File: src/rtl/cpu_pkg.sv
// cpu_pkg: shared widths, fetch state encoding and word/address types for the 18-bit CPU
package cpu_pkg;
  localparam int ADDR_W_DEF = 12;
  localparam int INST_W_DEF = 18;
  typedef enum logic [1:0] {FETCH, ISSUE, DRAIN} fetch_state_t;
  typedef logic [17:0] inst_t;
  typedef logic [11:0] addr_t;
endpackage

File: src/rtl/fetch_unit.sv
// fetch_unit: PC + req/ack instruction fetch; ports clk/rst, stall/pc_load/target in, mem req/addr/ack/data, inst/ack/pc out
module fetch_unit
  import cpu_pkg::*;
#(
  parameter int ADDR_W = ADDR_W_DEF,
  parameter int INST_W = INST_W_DEF,
  parameter logic [ADDR_W-1:0] RESET_PC = '0
) (
  input  logic              clk,
  input  logic              rst,
  input  logic              stall_i,
  input  logic              pc_load_i,
  input  logic [ADDR_W-1:0] pc_target_i,
  output logic              mem_req_o,
  output logic [ADDR_W-1:0] mem_addr_o,
  input  logic              mem_ack_i,
  input  logic [INST_W-1:0] mem_data_i,
  output logic [INST_W-1:0] inst_o,
  output logic              ack_o,
  output logic [ADDR_W-1:0] pc_o
);
  fetch_state_t      state_q, state_d;
  logic [ADDR_W-1:0] pc_q, pc_d, fetch_addr_q, fetch_addr_d, pc_out_q, pc_out_d;
  logic [INST_W-1:0] inst_q, inst_d;
  assign mem_req_o  = !rst && state_q != ISSUE;
  assign mem_addr_o = fetch_addr_q;
  assign ack_o      = !rst && state_q == ISSUE && !stall_i && !pc_load_i;
  assign inst_o     = inst_q;
  assign pc_o       = pc_out_q;
  always_comb begin
    state_d      = state_q;
    pc_d         = pc_load_i ? pc_target_i : pc_q;
    fetch_addr_d = fetch_addr_q;
    inst_d       = inst_q;
    pc_out_d     = pc_out_q;
    case (state_q)
      FETCH:
        if (pc_load_i) begin
          state_d      = mem_ack_i ? FETCH : DRAIN;
          fetch_addr_d = mem_ack_i ? pc_d : fetch_addr_q;
        end else if (mem_ack_i) begin
          state_d  = ISSUE;
          inst_d   = mem_data_i;
          pc_out_d = fetch_addr_q;
          pc_d     = fetch_addr_q + 1'b1;
        end
      ISSUE:
        if (pc_load_i || !stall_i) begin
          state_d      = FETCH;
          fetch_addr_d = pc_d;
        end
      DRAIN:
        if (mem_ack_i) begin
          state_d      = FETCH;
          fetch_addr_d = pc_d;
        end
      default: state_d = FETCH;
    endcase
  end
  always_ff @(posedge clk) begin
    if (rst) begin
      state_q      <= FETCH;
      pc_q         <= RESET_PC;
      fetch_addr_q <= RESET_PC;
      inst_q       <= '0;
      pc_out_q     <= '0;
    end else begin
      state_q      <= state_d;
      pc_q         <= pc_d;
      fetch_addr_q <= fetch_addr_d;
      inst_q       <= inst_d;
      pc_out_q     <= pc_out_d;
    end
  end
endmodule

File: config.mk
export PLATFORM = sky130hd
export DESIGN_NAME = fetch_unit
export DESIGN_NICKNAME = d
export VERILOG_FILES = /design/src/rtl/cpu_pkg.sv /design/src/rtl/fetch_unit.sv
export SDC_FILE = /design/constraint.sdc
export NUM_CORES = 1
export LEC_CHECK = 0
export CORE_ASPECT_RATIO = 0.9
export CORE_MARGIN = 8
export CORE_UTILIZATION = 25
export CTS_CLUSTER_DIAMETER = 150
export DETAILED_ROUTE_END_ITERATION = 8
export MAX_ROUTING_LAYER = met4
export PLACE_DENSITY = 0.46
export SYNTH_ARGS = -nofsm -noshare
export SYNTH_HDL_FRONTEND = slang
export SYNTH_SLANG_ARGS = --single-unit
File: constraint.sdc
create_clock -name clk -period 1.9 [get_ports clk]
set_input_delay 0.38 -clock clk [delete_from_list [all_inputs] [get_ports clk]]
set_output_delay 0.38 -clock clk [all_outputs]
set_load 0.05 [all_outputs]
* Word level (Yosys, flattened, before mapping)
Index checks and enable logic that the tools add are counted.
Word-level totals: register bits after elaboration 56, input port bits 35, output and inout port bits 44
Operators by class: add/sub/neg operators 1, equal/unequal tests 7, mux-type cells 14, bitwise operators 1, reduce and logical (&&, ||, !) cells 13
Operators with widths (number):
- two-way mux 12 bit | 7
- case mux 12 bit (3 select lines) | 1
- adder 12 x 1 -> 12 bit (second input constant) | 1
- two-way mux 2 bit | 5
- AND reduction 3 bit | 3
- case mux 2 bit (3 select lines) | 1
- logical AND 1 bit | 4
- != test 2 x 1 -> 1 bit (second input constant) | 2
- != test 2 bit (second input constant) | 2
- zero test 1 bit | 3
- != test 3 bit (second input constant) | 1
- nonzero test 3 bit | 1
- == test 2 x 1 -> 1 bit (second input constant) | 1
- == test 2 bit (second input constant) | 1
- zero test 2 bit | 1
- logical OR 1 bit | 1
- NOT 1 bit | 1

* Longest topological paths before layout
Gate-level depths: netlist (run 1).
depth after elaboration 4, depth in mapped cells 6, gate-level depth less buffers 4

* Worst setup path after synthesis (run 1)
OpenSTA, ideal clock, no wires.
path type register to output, from register state_q[0], to output port ack_o, arrival time 2219 ps, setup slack -699 ps, cell stages (with the launch flop) 5, buffers on the path 2, path through dfxtp_1 buf_2 nand2b_1 clkbuf_1 nor4_1
On the way: word-level cells in the longest chain between the ends 4
Ends and longest elaborated chain:
- from (decl) | RTL line fetch_unit.sv:22 | fetch_state_t state_q, state_d;
- from (signal assigned) | RTL line fetch_unit.sv:68 | state_q <= state_d;
- == test 2 x 1 -> 1 bit | RTL line fetch_unit.sv:27 | assign ack_o = !rst && state_q == ISSUE && !stall_i && !pc_load_i;
- logical AND 1 bit (3 in a row) | RTL line fetch_unit.sv:27
- to (decl) | RTL line fetch_unit.sv:19 | output logic ack_o,
No other way between the ends.

* Worst setup path after layout (run 1)
from register pc_out_q[9], in the netlist pc_o[9], to output port pc_o[9]
RTL lines:
- from (decl) | RTL line fetch_unit.sv:23 | logic [ADDR_W-1:0] pc_q, pc_d, fetch_addr_q, fetch_addr_d, pc_out_q, pc_out_d;
- from (signal assigned) | RTL line fetch_unit.sv:72 | pc_out_q <= pc_out_d;
- to (decl) | RTL line fetch_unit.sv:20 | output logic [ADDR_W-1:0] pc_o
No word-level cell between the ends.

==> results of run 1 <==
-- worst min path at each step --
stage	start	to	slack, ns	cells past startpoint
after global placement	inst_o[13]	inst_o[13]	0.44	2
after CTS	inst_o[8]	inst_o[8]	0.46	2
after floorplan	mem_ack_i	state_q[1]	0.46	1
after detailed placement	inst_o[8]	inst_o[8]	0.45	2
after global routing	inst_o[4]	inst_o[4]	0.48	2
final	inst_o[8]	inst_o[8]	0.46	2
-- power by group through the flow --
| stage | registers (W) | logic, W | clock network, W |
|---|---|---|---|
| 3_5_place_dp | 0.00134 | 0.000663 | 0 |
| 2_1_floorplan | 0.00149 | 0.000226 | 0 |
| 4_1_cts | 0.00131 | 0.000674 | 0.000852 |
| 3_3_place_gp | 0.00134 | 0.000663 | 0 |
| 6_report | 0.00131 | 0.000664 | 0.000810 |
| 5_1_grt | 0.00132 | 0.000715 | 0.000901 |
-- cell type report --
| type | count | area share |
|---|---|---|
| repair buffers | 105 | 0.284 |
| well taps | 126 | 0.0433 |
| flip-flops and latches | 56 | 0.308 |
| clock inverters | 3 | 0.0127 |
| clock buffers | 5 | 0.0189 |
| inverters | 13 | 0.0134 |
| multi-input cells | 191 | 0.319 |
-- per-stage QoR --
stage / power, W / utilization / setup TNS, ns / setup slack [ns]
after floorplan: 0.00171 / - / 0 / 0.00371
after global placement: 0.00200 / 0.362 / -4.91 / -0.248
after detailed placement: 0.00200 / 0.362 / -4.88 / -0.252
after CTS: 0.00284 / 0.378 / 0 / 0.0128
after global routing: 0.00294 / 0.381 / 0 / 0.000373
final: 0.00278 / 0.381 / 0 / 0.0532
-- Yosys cell counts --
library cell	instances
or3_1	4
nor2_1	12
nor4_1	3
a211o_1	1
buf_4	1
xnor2_1	3
a211oi_1	16
a311oi_1	4
nor4b_4	1
buf_2	10
buf_6	2
a31oi_1	3
nand2_1	63
or4_1	3
nand3_2	1
clkbuf_1	11
a21oi_1	31
o21bai_1	3
a2111oi_0	12
and2_1	1
ha_1	1
mux2i_1	1
mux2_2	12
dfxtp_1	56
nand2b_1	1
o21ai_0	4
or4b_1	1
nand4_1	3
inv_1	13
nor3_1	1
nand3_1	3
o31ai_1	3
-- flip-flops by register name (all words and copies together), names as in the netlist --
register    flops
inst_o         18
mem_addr_o     12
pc_q           12
pc_o           12
state_q         2
-- cell families after synthesis --
kind of cell / Yosys count / synth area share
flops: 56 / 0.462
xor+xnor: 3 / 0.0108
simple gates: 97 / 0.183
compound gates: 77 / 0.209
buf+inv: 37 / 0.0701
fa+ha+maj: 1 / 0.00516
mux: 13 / 0.0598
-- worst min-delay path, delay by kind of cell, from the launching register on --
kind | cells | cell delay, ns
flip-flops | 1 | 0.32
AND/OR/NAND/NOR | 1 | 0.05
AO/OA/AOI/OAI | 1 | 0.05
-- routing by layer --
metal  vias to the layer above  part of all wire
li1                       1178                 -
met1                      1091              0.49
met2                        42              0.47
met3                         2             0.036
met4                         0            0.0063
met5                         -                 0
-- timing repair --
action / in CTS / in global routing
resized for setup: 3 / 8
pin swaps: 1 / 1
hold buffers: 0 / 0
setup buffers: 5 / 0
setup endpoints to repair: 1 / 9
==> out/metrics.yaml, run 1 <==
run_status:
  outcome: "completed"
logic_synthesis:
  syn_inst: 284
  ys_ff_latch: 56
  synth.avg_cell_area_um2: 8.54
  synth_area_um2: 2430
  yosysTopAreaCell: "dfxtp_1"
  synth_top_area_frac: 0.462
  syn_nets: 320
  ys_seq_area_frac: 0.462
  yosys_warnings: 0
  synth.top_cells.by_area: "dfxtp_1 (46%), nand2_1 (9.7%), a21oi_1 (6.4%)"
  synth.distinct_cells: 32
grt:
  grt_pass1_wl_um: 12400
  grt_max_degree: 57
  antenna_found_initial: 0
  use_met1: 0.162
  use_met2: 0.190
  busiest_layer: "met2"
  grt-ovfl-total: 0
  grt_use_total: 0.123
  grt_pass1_vias: 2328
  grtUsageMet3: 0.0257
placed_design:
  dp_cells: 486
  placed_area_um2: 3460
  gp_congestion: 0.679
  io_buffers: 78
  hpwl_um: 5480
flow_run:
  max_cap_viol_count: 0
worst_setup_path:
  crit_type: "register to output pin"
  cp.required_ns: 1.52
  path_cells: "clkdlybuf4s50_1"
  rr_worst_depth: 4
  cpPeakStageDelay_ns: 0.81
  critPathSlowestCell: "clkdlybuf4s50_1"
  arrival_ns: 1.47
  cp.depth: 1
  start_kind: "register"
  r2r_end: "mem_addr_o[6]"
  critPathBufInv: 1
  crit_family: "buffers and inverters"
  crit_start: "pc_o[9]"
  reg2reg_from: "state_q[1]"
  critPathMaxFanout: 2
  endpoint: "pc_o[9]"
  worst_setup_path_end_kind: "output pin"
  r2r_slack_ns: 0.29
power:
  p_seq_frac: 0.471
  p_int_w: 0.00193
  pwr-share-clk: 0.291
  p_sw_frac: 0.308
  power_density_nw_per_um2: 764
  peakVddDrop_mv: 0.325
  p_comb_frac: 0.238
  p_leak_nw: 1.43
  p_switching_w: 0.000858
clocking:
  insertion_delay_ns: 0.31
  cts_buffers: 5
  root_buffer: "clkbuf_8"
  clock-sinks: 56
  clkTransAtPathRegs_ns: 0.11
  tritoncts: "done"
  clock_path_buffers: 2
  htree_levels: 2
route:
  drtAntennaViolNets: 0
  vias: 2313
  routed_wl_um: 7910
  vias_per_cell: 4.64
  drc_errors: 0
  wl_per_cell_um: 15.9
  initialDrtViolationCount: 118
  drt_pass1_iterations: 4
sta:
  min_period_ns: 1.85
  fmax_mhz: 541
  finalMaxSlewViolations: 0
  maxSlewHeadroom: 0.652
  fin_hold_ws_ns: 0.458
  hold_viol: 0
  fin_crit_sh: 0.972
  tightest_slew_ns: 0.509
  finalSetupViolCount: 0
  skew_ns: 0.00723
  rsz0062_at_grt: "false"
min_path:
  hold_path.class: "register to register"
die:
  die_w_um: 120
  die_area_um2: 13100
  initial_core_util: 0.253
  rows: 34
  die_y_um: 109
  io_pins: 79
  core_area_um2: 9570
cells_and_area:
  layout.cells.non_filler: 499
  final_cell_mix: "nand2_1 (63), dfxtp_1 (54), clkdlybuf4s50_1 (44), buf_4 (44), a21oi_1 (30)"
  antenna_cells_inserted: 0
  ff_latch_area_um2: 1120
  mostFrequentLayoutCell: "nand2_1"
  drive_above_1_share: 0.214
  final_cell_area_um2: 3640
  finalNetCount: 408
  multi_input_area_um2: 1160
  fillers: 1000
  area_growth_pct: 50.1
Note: power is estimated with default switching activity, not from simulation.
==> run 2, diff against run 1 <==
--- a/config.mk
+++ b/config.mk
@@ -7,11 +7,12 @@
 export LEC_CHECK = 0
 export CORE_ASPECT_RATIO = 0.9
 export CORE_MARGIN = 8
-export CORE_UTILIZATION = 25
+export CORE_UTILIZATION = 46
 export CTS_CLUSTER_DIAMETER = 150
 export DETAILED_ROUTE_END_ITERATION = 8
 export MAX_ROUTING_LAYER = met4
-export PLACE_DENSITY = 0.46
+export PLACE_DENSITY = 0.77
+export SETUP_SLACK_MARGIN = 0.2
 export SYNTH_ARGS = -nofsm -noshare
 export SYNTH_HDL_FRONTEND = slang
 export SYNTH_SLANG_ARGS = --single-unit
==> run 2 against run 1 <==
  * Global-route usage grew 7.0 points
  * Largest power group unchanged
  * Setup slack gained 0.19 ns
  * Clock skew grew 0.0024 ns
  * Non-clock buffer count grew 7
  * Maximum frequency grew 12%
  * Clock power shrank 20%
==> out/metrics.yaml, run 2 (synthesis results as in run 1) <==
run_status:
  outcome: "completed"
sta:
  maxSlewHeadroom: 0.659
  skew_ns: 0.00959
  hold_viol: 0
  tightest_slew_ns: 0.514
  rsz0062_at_grt: "false"
  finalMaxSlewViolations: 0
  fin_hold_ws_ns: 0.352
  fin_crit_sh: 0.870
  min_period_ns: 1.65
  fmax_mhz: 605
  finalSetupViolCount: 0
cells_and_area:
  largest_register_ffs: 18
  antenna_cells_inserted: 0
  mostFrequentLayoutCell: "nand2_1"
  drive_above_1_share: 0.247
  area_growth_pct: 48.4
  fillers: 447
  final_cell_mix: "nand2_1 (63), dfxtp_1 (49), buf_4 (46)"
  finalNetCount: 415
clocking:
  insertion_delay_ns: 0.31
  tritoncts: "done"
  postCtsHoldBufs: 0
  clock-sinks: 56
  htree_levels: 2
  clkTransAtPathRegs_ns: 0.09
  clock_path_buffers: 2
  cts_buffers: 5
  root_buffer: "clkbuf_8"
worst_setup_path:
  arrival_ns: 1.27
  cp.required_ns: 1.52
  worst_setup_path_end_kind: "output pin"
  crit_family: "buffers and inverters"
  critPathMaxFanout: 4
  critPathSlowestCell: "nor4_4"
  start_kind: "input port"
  path_cells: "dlymetal6s2s_1, buf_6, buf_4, nor4_4, buf_12"
  critPathBufInv: 4
  cpPeakStageDelay_ns: 0.30
  crit_type: "input port to output pin"
power:
  p_leak_nw: 1.44
  peakVddDrop_mv: 0.470
  p_total_w: 0.00263
  power_density_nw_per_um2: 731
flow_run:
  max_cap_viol_count: 0
die:
  die_area_um2: 7860
  core_area_um2: 5160
  rows: 25
  die_y_um: 84.9
  die_w_um: 92.6
  initial_core_util: 0.470
  io_pins: 79
grt:
  grt_pass1_vias: 2408
  grt_max_degree: 57
  grt-ovfl-total: 0
  grt_pass1_wl_um: 12100
  antenna_found_initial: 0
  grt_use_total: 0.193
route:
  vias: 2394
  vias_per_cell: 5.36
  initialDrtViolationCount: 108
  wl_per_cell_um: 16.4
  drtAntennaViolNets: 0
  routed_wl_um: 7330
  drc_errors: 0
  drt_pass1_iterations: 4
placed_design:
  io_buffers: 78
  gp_congestion: 0.844
  hpwl_um: 5170
min_path:
  hold_path.class: "input port to register"
-- run 2: cell type report --
type	count	area [µm²]	area share
multi-input combinational	191	1220	0.340
sequential	56	1130	0.315
tap	67	83.8	0.0233
clock buffer	7	76.3	0.0212
inverter	13	48.8	0.0136
clock inverter	1	8.76	0.00243
timing repair buffer	112	1020	0.285
-- run 2: final timing paths --
| kind | startpoint | endpoint | slack (ns) | cells past startpoint |
|---|---|---|---|---|
| max | pc_load_i | ack_o | 0.25 | 5 |
| min | mem_ack_i | state_q[1] | 0.35 | 2 |
| max reg2reg | state_q[0] | mem_addr_o[6] | 0.26 | 7 |
| min reg2reg | pc_o[4] | pc_o[4] | 0.46 | 2 |
-- run 2: per-layer routing --
metal  vias to the layer above  GRT usage  wire length [µm]
li1                       1192          -                 -
met1                      1138      0.220              3180
met2                        56      0.329              3750
met3                         8     0.0397               286
met4                         0     0.0658               105
met5                         -          -                 0
-- run 2: power breakdown --
part / leakage, nW / switching, W / internal [W]
clock: 0.0424 / 0.000383 / 0.000265
sequential: 0.462 / 0.0000686 / 0.00125
combinational: 0.938 / 0.000390 / 0.000278
-- run 2: repair_timing --
action / CTS / global route
pin swaps: 1 / 2
resized for setup: 42 / 7
setup endpoints to repair: 41 / 52
endpoints found under the hold margin: 0 / 0
buffers inserted: 1 / 7
cloned: 0 / 1
-- run 2: metrics by stage --
stage          worst slack (ns)  cell area [µm²]  setup TNS, ns  utilization  instances
6_report                  0.247             3600              0        0.697        447
2_1_floorplan             0.176             2450              0            -        284
3_3_place_gp             -0.218             3390          -4.68        0.656        430
4_1_cts                  0.0360             3520              0        0.683        439
3_5_place_dp             -0.264             3390          -5.53        0.656        430
5_1_grt                   0.201             3600              0        0.697        447
